[src/rtl/pipeline_hazard_ctrl.sv]
// Hazard sequencer for the 5-stage pipeline: load-use stalls, MEM-stage branch flushes,
// data-memory freezes with timeout fault, and a saturating count of non-advancing cycles.
module pipeline_hazard_ctrl #(
  parameter int unsigned MEM_TIMEOUT = 64,
  parameter int unsigned CNT_W       = 16
) (
  input  logic             i_clock,
  input  logic             i_reset_n,
  input  logic [4:0]       i_id_rn,
  input  logic [4:0]       i_id_rm,
  input  logic             i_id_uses_rm,
  input  logic             i_ex_memread,
  input  logic [4:0]       i_ex_rd,
  input  logic             i_mem_branch,
  input  logic             i_dmem_req,
  input  logic             i_dmem_ready,
  output logic             o_pc_write,
  output logic             o_ifid_write,
  output logic             o_pipe_hold,
  output logic             o_idex_bubble,
  output logic             o_flush,
  output logic             o_pc_sel_branch,
  output logic             o_fault,
  output logic [CNT_W-1:0] o_stall_count
);

  localparam int unsigned WaitW = (MEM_TIMEOUT > 2) ? $clog2(MEM_TIMEOUT) : 1;

  typedef enum logic [1:0] {StRun, StMemWait, StFault} state_e;

  state_e             r_state, w_state_next;
  logic [WaitW-1:0]   r_wait_cnt, w_wait_cnt_next;
  logic [CNT_W-1:0]   r_stall_cnt;
  logic               w_memw, w_lu;

  assign w_memw = i_dmem_req & ~i_dmem_ready;
  // X31 reads as XZR, so a load targeting it can never feed a consumer.
  assign w_lu   = i_ex_memread & (i_ex_rd != 5'd31) &
                  ((i_ex_rd == i_id_rn) | (i_id_uses_rm & (i_ex_rd == i_id_rm)));

  always_comb begin
    w_state_next    = r_state;
    w_wait_cnt_next = r_wait_cnt;
    o_pc_write      = 1'b1;
    o_ifid_write    = 1'b1;
    o_pipe_hold     = 1'b0;
    o_idex_bubble   = 1'b0;
    o_flush         = 1'b0;
    o_pc_sel_branch = 1'b0;
    o_fault         = 1'b0;
    if (!i_reset_n) begin
      o_pc_write   = 1'b0;
      o_ifid_write = 1'b0;
      o_pipe_hold  = 1'b1;
    end else begin
      unique case (r_state)
        StRun, StMemWait: begin
          if (w_memw) begin
            o_pc_write   = 1'b0;
            o_ifid_write = 1'b0;
            o_pipe_hold  = 1'b1;
            if (r_state == StRun) begin
              w_state_next    = StMemWait;
              w_wait_cnt_next = WaitW'(1);
            end else if (r_wait_cnt == WaitW'(MEM_TIMEOUT - 1)) begin
              w_state_next = StFault;
            end else begin
              w_wait_cnt_next = r_wait_cnt + WaitW'(1);
            end
          end else begin
            w_state_next    = StRun;
            w_wait_cnt_next = '0;
            if (i_mem_branch) begin
              o_flush         = 1'b1;
              o_pc_sel_branch = 1'b1;
            end else if (w_lu) begin
              o_pc_write    = 1'b0;
              o_ifid_write  = 1'b0;
              o_idex_bubble = 1'b1;
            end
          end
        end
        StFault: begin
          o_pc_write   = 1'b0;
          o_ifid_write = 1'b0;
          o_pipe_hold  = 1'b1;
          o_fault      = 1'b1;
        end
        default: w_state_next = StRun;
      endcase
    end
  end

  always_ff @(posedge i_clock or negedge i_reset_n) begin
    if (!i_reset_n) begin
      r_state     <= StRun;
      r_wait_cnt  <= '0;
      r_stall_cnt <= '0;
    end else begin
      r_state    <= w_state_next;
      r_wait_cnt <= w_wait_cnt_next;
      if (!o_pc_write && !(&r_stall_cnt)) begin
        r_stall_cnt <= r_stall_cnt + CNT_W'(1);
      end
    end
  end

  assign o_stall_count = r_stall_cnt;

endmodule

[config.mk]
export PLATFORM = sky130hd
export DESIGN_NAME = pipeline_hazard_ctrl
export DESIGN_NICKNAME = d
export VERILOG_FILES = /design/src/rtl/pipeline_hazard_ctrl.sv
export SDC_FILE = /design/constraint.sdc
export NUM_CORES = 1
export LEC_CHECK = 0
export ABC_CLOCK_PERIOD_IN_PS = 3300
export CAP_MARGIN = 20
export CORE_MARGIN = 2
export CORE_UTILIZATION = 30
export CTS_CLUSTER_SIZE = 25
export DETAILED_ROUTE_END_ITERATION = 6
export PLACE_DENSITY = 0.59
export SKIP_CTS_REPAIR_TIMING = 1
export SLEW_MARGIN = 10
export SYNTH_ARGS = -nofsm -noshare
export SYNTH_HDL_FRONTEND = slang
export SYNTH_SLANG_ARGS = --single-unit
[constraint.sdc]
create_clock -name i_clock -period 3.3 [get_ports i_clock]
set_input_delay 0.33 -clock i_clock [delete_from_list [all_inputs] [get_ports i_clock]]
set_output_delay 0.33 -clock i_clock [all_outputs]
set_load 0.01 [all_outputs]
* Word-level counts from Yosys, hierarchy flattened
Cells that the tools add are included.
Operators by class: $add $sub $neg 2, equality and inequality tests 8, muxes and demuxes 26, reductions and logical operators 8, bitwise operators 7
Operators by type and width (number):
- two-way mux 6 bit | 3
- two-way mux 1 bit | 17
- adder 16 x 1 -> 16 bit, second input constant | 1
- AND reduction 16 bit | 1
- == test 5 bit | 2
- adder 6 x 1 -> 6 bit, second input constant | 1
- == test 6 bit, second input constant | 1
- two-way mux 2 bit | 3
- AND reduction 3 bit | 2
- inequality test 5 bit, second input constant | 1
- bitwise AND 1 bit | 4
- inequality test 4 bit, second input constant | 1
- case mux 1 bit (2 select lines) | 2
- case mux 2 bit (2 select lines) | 1
- inequality test 3 bit, second input constant | 1
- == test 2 x 1 -> 1 bit, second input constant | 1
- == test 2 bit, second input constant | 1
- zero test 1 bit | 2
- zero test 2 bit | 1
- NOT 1 bit | 2
- OR reduction 2 bit | 1
- logical AND 1 bit | 1
- OR 1 bit | 1
Storage, ports and cells: output and inout bits 23, bits in registers 24, logic and storage cells 54

* Longest topological paths before layout
depth in word-level cells 11, depth in mapped cells 8, depth with buffers taken out 7

* Worst setup path after synthesis
Ideal clock, no wire load.
path kind reg2reg, from register r_stall_cnt[0] (netlist: o_stall_count[0]), to register r_stall_cnt[3] (netlist: o_stall_count[3]), required time 3173 ps, buffers on the path 1, setup time 127 ps, arrival time 1777 ps, clock period less this slack 1904 ps, cell stages (with the launch flop) 9, slack 1396 ps, path through dfrtp_1 > ha_1 > and4_1 > nand3_1 > o211ai_1 > o21ai_4 > buf_6 > nand4_2 > xnor2_2
On the way: longest elaborated chain between the ends 3
Ends and longest elaborated chain:
- start: declaration | RTL line 33 | logic [CNT_W-1:0] r_stall_cnt;
- start signal: assignment | RTL line 103 | r_stall_cnt <= r_stall_cnt + CNT_W'(1);
- branches (longest 3 deep; another with adder 16 x 1 -> 16 bit)
Several ways; the timed one is not identified. A chain may end at the register's enable or synchronous reset.

* Worst setup path after layout
from input i_ex_rd[4], to output o_ifid_write
On the way: longest elaborated chain between the ends 9
Ends and longest elaborated chain:
- start: declaration | RTL line 13 | input logic [4:0] i_ex_rd,
- == test 5 bit | RTL line 39 | ((i_ex_rd == i_id_rn) | (i_id_uses_rm & (i_ex_rd == i_id_rm)));
- bitwise AND 1 bit | RTL line 39
- OR 1 bit | RTL line 39
- bitwise AND 1 bit (*) | RTL line 38 | assign w_lu = i_ex_memread & (i_ex_rd != 5'd31) &
- two-way mux 1 bit (*) | RTL line 76 | end else if (w_lu) begin
- two-way mux 1 bit (*) | RTL line 73 | if (i_mem_branch) begin
- two-way mux 1 bit (*) | RTL line 58 | if (w_memw) begin
- case mux 1 bit (2 select lines) (*) | RTL line 56 | unique case (r_state)
- two-way mux 1 bit (*) | RTL line 51 | if (!i_reset_n) begin
- end: declaration | RTL line 18 | output logic o_ifid_write,
Mark *: on every way between the ends. The rest lies on a longest branch, timed or not.

==> out/metrics.sh <==
STATUS='finished, final reports clean'
TIMING.FMAX_GHz=0.368
CRITICAL_PATH.REG2REG.ENDPOINT='o_stall_count[1]$_DFFE_PN0P_'
VIAS_IN_THE_FIRST_GLOBAL_ROUTE=1310
DRT-VIAS-PER-INSTANCE=5.10
NETS_IN_THE_SYNTHESIZED_NETLIST=164
CLK_TRANSITION_REPORTED_PATHS_PS=80
ROUTE.DETAILED.WL_PER_INST_UM=14.2
REMAINING_GLOBAL_ROUTE_OVERFLOW=0
DIEAREA_UM2=5150
YOSYSSEQAREASHARE=0.436
ARRIVAL_TIME_AT_THE_WORST_ENDPOINT_PS=2390
FINALSETUPTNS_PS=0
N_ANTENNA_CELL=0
HOLD_VIOLATIONS=0
PLACE_AREA_UM2=1860
CELL_DEPTH_OF_THE_WORST_MIN_DELAY_PATH=1
MAX-CLOCK-PATH-BUFFERS=2
FP-ROW-COUNT=24
INITIAL_CELL_DENSITY_OF_THE_CORE=0.314
CTS-HTREE-LEVELS=1
SYNTHTOPCELLSBYAREA='sky130_fd_sc_hd__dfrtp_1, sky130_fd_sc_hd__xnor2_1, sky130_fd_sc_hd__xor2_1'
FLOORPLAN.DIE.HEIGHT_UM=71.8
DETAIL_ROUTE.FIRST_PASS.ITERATIONS=4
POST-PLACE-WS_PS=581
PORT-BUFFER-COUNT=44
LARGEST_NET_DEGREE_AT_THE_START_OF_GLOBAL_ROUTING=28
FLOORPLAN.IO_PINS=45
TIMING.HOLD.WORST_ENDPOINT='r_wait_cnt[2]$_DFFE_PN0P_'
POWER_DENSITY_nW_PER_UM2=448
HPWLAFTERDP_UM=2580
CRIT_REQUIRED_PS=2970
CLOCK_SINK_COUNT=24
CRIT_TYPE='in -> out'
GLOBAL_ROUTE.USAGE.TOTAL=0.135
SYN_AREA_UM2=1380
CRITPATHMAXFANOUT=4
TIMING.FINAL.SETUP_VIOLATIONS=0
REMAINING_DRC_ERRORS=0
MAXSLEWHEADROOM=0.655
STATIC-LEAKAGE-POWER_nW=0.781
MAX-VDD-IR-DROP_uV=408
CRITICAL_PATH.REG2REG.STARTPOINT='o_stall_count[0]$_DFFE_PN0P_'
HOLD_CLASS='reg -> reg'
FLOW.AREA_GROWTH_FROM_SYNTHESIS_PCT=39.3
SYNTHDOMINANTCELLAREASHARE=0.436
ASYNCSETRESETFLOPFRACSYNTH=1.00
HP-START='r_wait_cnt[2]$_DFFE_PN0P_'
INITIAL_DRC_COUNT=31
NETLIST_INSTANCES=140
WORSTSKEWPAIRLATENCY_PS=260
WORST-SLEW-PIN-TRANSITION_PS=514
CTS_ROOT_BUF='sky130_fd_sc_hd__clkbuf_8'
TIMING.REG2REG.SETUP_SLACK_PS=1160
ANTENNA_FOUND_INITIAL=0
FINAL_ROUTED_WIRELENGTH_ACROSS_ALL_METAL_LAYERS_UM=3390
RSZ_0062_RAISED_AFTER_GLOBAL_ROUTING='false'
SETUP.WORST_PATH.START_CLASS='input pin'
MIN_PERIOD_OVER_PERIOD=0.824
DRIVE_GT1_FRAC=0.0484
SYNTHESIZED_AREA_DIVIDED_BY_SYNTHESIZED_CELL_COUNT_UM2=9.84
POSTSYNTHREGISTERBITS=24
FINALWORSTSETUPSLACK_PS=582
MAX_CAP_VIOL_COUNT=0
SYNTH.LARGEST_AREA_CELL='sky130_fd_sc_hd__dfrtp_1'
FINAL_NET_COUNT=211
VIAS=1214
NETLIST-CELL-TYPE-COUNT=37
NUMCTSBUFFERS=3
FP.DIEW_UM=71.8
COREAREA_UM2=4380
YS_WARN_COUNT=0
FINAL_AREA_UM2=1920
SYNTH-MAIN-FF-CELL='sky130_fd_sc_hd__dfrtp_1'
REG2REGPATHDEPTH=6
REMAINING_ANTENNA_VIOLATION_COUNT_AFTER_ROUTING=0
TRITONCTS='done'
TIMING.FINAL.MAX_SLEW_VIOLATIONS=0
PLACE_CONGESTION=0.841
GRT_FIRST_PASS_WIRELENGTH_UM=5730
NUMBER_OF_ENABLE_FLIP_FLOP_CELLS_AFTER_SYNTHESIS=0
CRIT_PATH_TIME_FINAL_PS=2720
END_KIND='output pin'
FINAL_SETUP_SKEW_PS=1.99
metrics by stage:
step	instances	util	hold WS (ps)	total power, mW
global route	238	0.438	510	0.911
global placement	234	0.425	479	0.662
floorplan	140	-	34.4	0.521
CTS	238	0.438	498	0.872
finish	238	0.438	500	0.861
detailed placement	234	0.425	482	0.672
state kept, by name (all words and copies together) (netlist names):
register / cells
o_stall_count: 16
r_wait_cnt: 6
r_state: 2
layout by cell type (no fill, tap or decap), drive strengths merged, types with 2 or more instances in the layout:
cell / instances
inv: 3
xnor2: 15
nor3: 2
o31ai: 2
and4: 3
mux2: 2
ha: 2
o21ai: 11
and3: 7
nand4: 6
nor2: 9
nand3: 9
xor2: 10
nand2b: 2
dfrtp: 24
clkdlybuf4s50: 44
nand2: 14
nor2b: 2
a21oi: 2
clkbuf: 4
where the power goes:
part	switching [mW]	internal, mW	total (mW)
registers	0.0671	0.336	0.403
clock network	0.0880	0.106	0.194
logic	0.106	0.157	0.263
total	0.262	0.599	0.861
layer usage:
metal	vias up	global-route usage	wire, um
met5	-	0	0
met2	43	0.229	1560
li1	591	-	-
met1	578	0.179	1570
met4	0	0.0273	8
met3	2	0.0267	255
worst max-delay path, cell delays in order:
cell,delay [ps]
sky130_fd_sc_hd__clkdlybuf4s50_1,560
sky130_fd_sc_hd__xor2_1,170
sky130_fd_sc_hd__nor4_1,70
sky130_fd_sc_hd__a32oi_1,440
sky130_fd_sc_hd__nor3b_1,100
sky130_fd_sc_hd__nor2_1,160
sky130_fd_sc_hd__clkdlybuf4s50_1,560
synthesized netlist by cell type, types with 2 or more instances:
library cell	count
sky130_fd_sc_hd__a21oi_1	2
sky130_fd_sc_hd__and3_1	7
sky130_fd_sc_hd__and4_1	3
sky130_fd_sc_hd__buf_4	2
sky130_fd_sc_hd__dfrtp_1	24
sky130_fd_sc_hd__ha_1	2
sky130_fd_sc_hd__inv_1	3
sky130_fd_sc_hd__nand2_1	14
sky130_fd_sc_hd__nand2b_1	2
sky130_fd_sc_hd__nand3_1	9
sky130_fd_sc_hd__nand4_1	5
sky130_fd_sc_hd__nor2_1	9
sky130_fd_sc_hd__nor2b_1	2
sky130_fd_sc_hd__nor3_1	2
sky130_fd_sc_hd__o21ai_0	7
sky130_fd_sc_hd__o21ai_1	3
sky130_fd_sc_hd__o31ai_1	2
sky130_fd_sc_hd__xnor2_1	14
sky130_fd_sc_hd__xor2_1	10
final cells by class:
type	instances	area (um^2)
multi-input cells	110	739
well taps	52	65.1
flip-flops and latches	24	601
clock buffers	4	55.1
inverters	3	11.3
fillers	414	2460
repair buffers	45	448
how the worst max path moves through the flow:
stage	slack, ps	cells after the start	from	to
floorplan	1400	8	o_stall_count[0]$_DFFE_PN0P_	o_stall_count[3]$_DFFE_PN0P_
global placement	670	6	i_ex_rd[4]	o_idex_bubble
detailed placement	580	7	i_ex_rd[4]	o_ifid_write
CTS	570	7	i_ex_rd[0]	o_ifid_write
global route	460	6	i_ex_rd[4]	o_idex_bubble
finish	580	7	i_ex_rd[4]	o_ifid_write
kinds of logic (layout without fill, tap and decap cells):
kind of cell,count (synthesis),after routing,share of synthesized area
buffers and inverters,6,52,0.0272
AOI/OAI and AO/OA,22,22,0.107
xor gates and xnor gates,25,25,0.164
and+or+nand+nor,59,59,0.231
adders and majority gates,2,2,0.0182
muxes,2,2,0.0163
DFF,24,24,0.436
No activity file was read; power rests on OpenSTA's default activity.
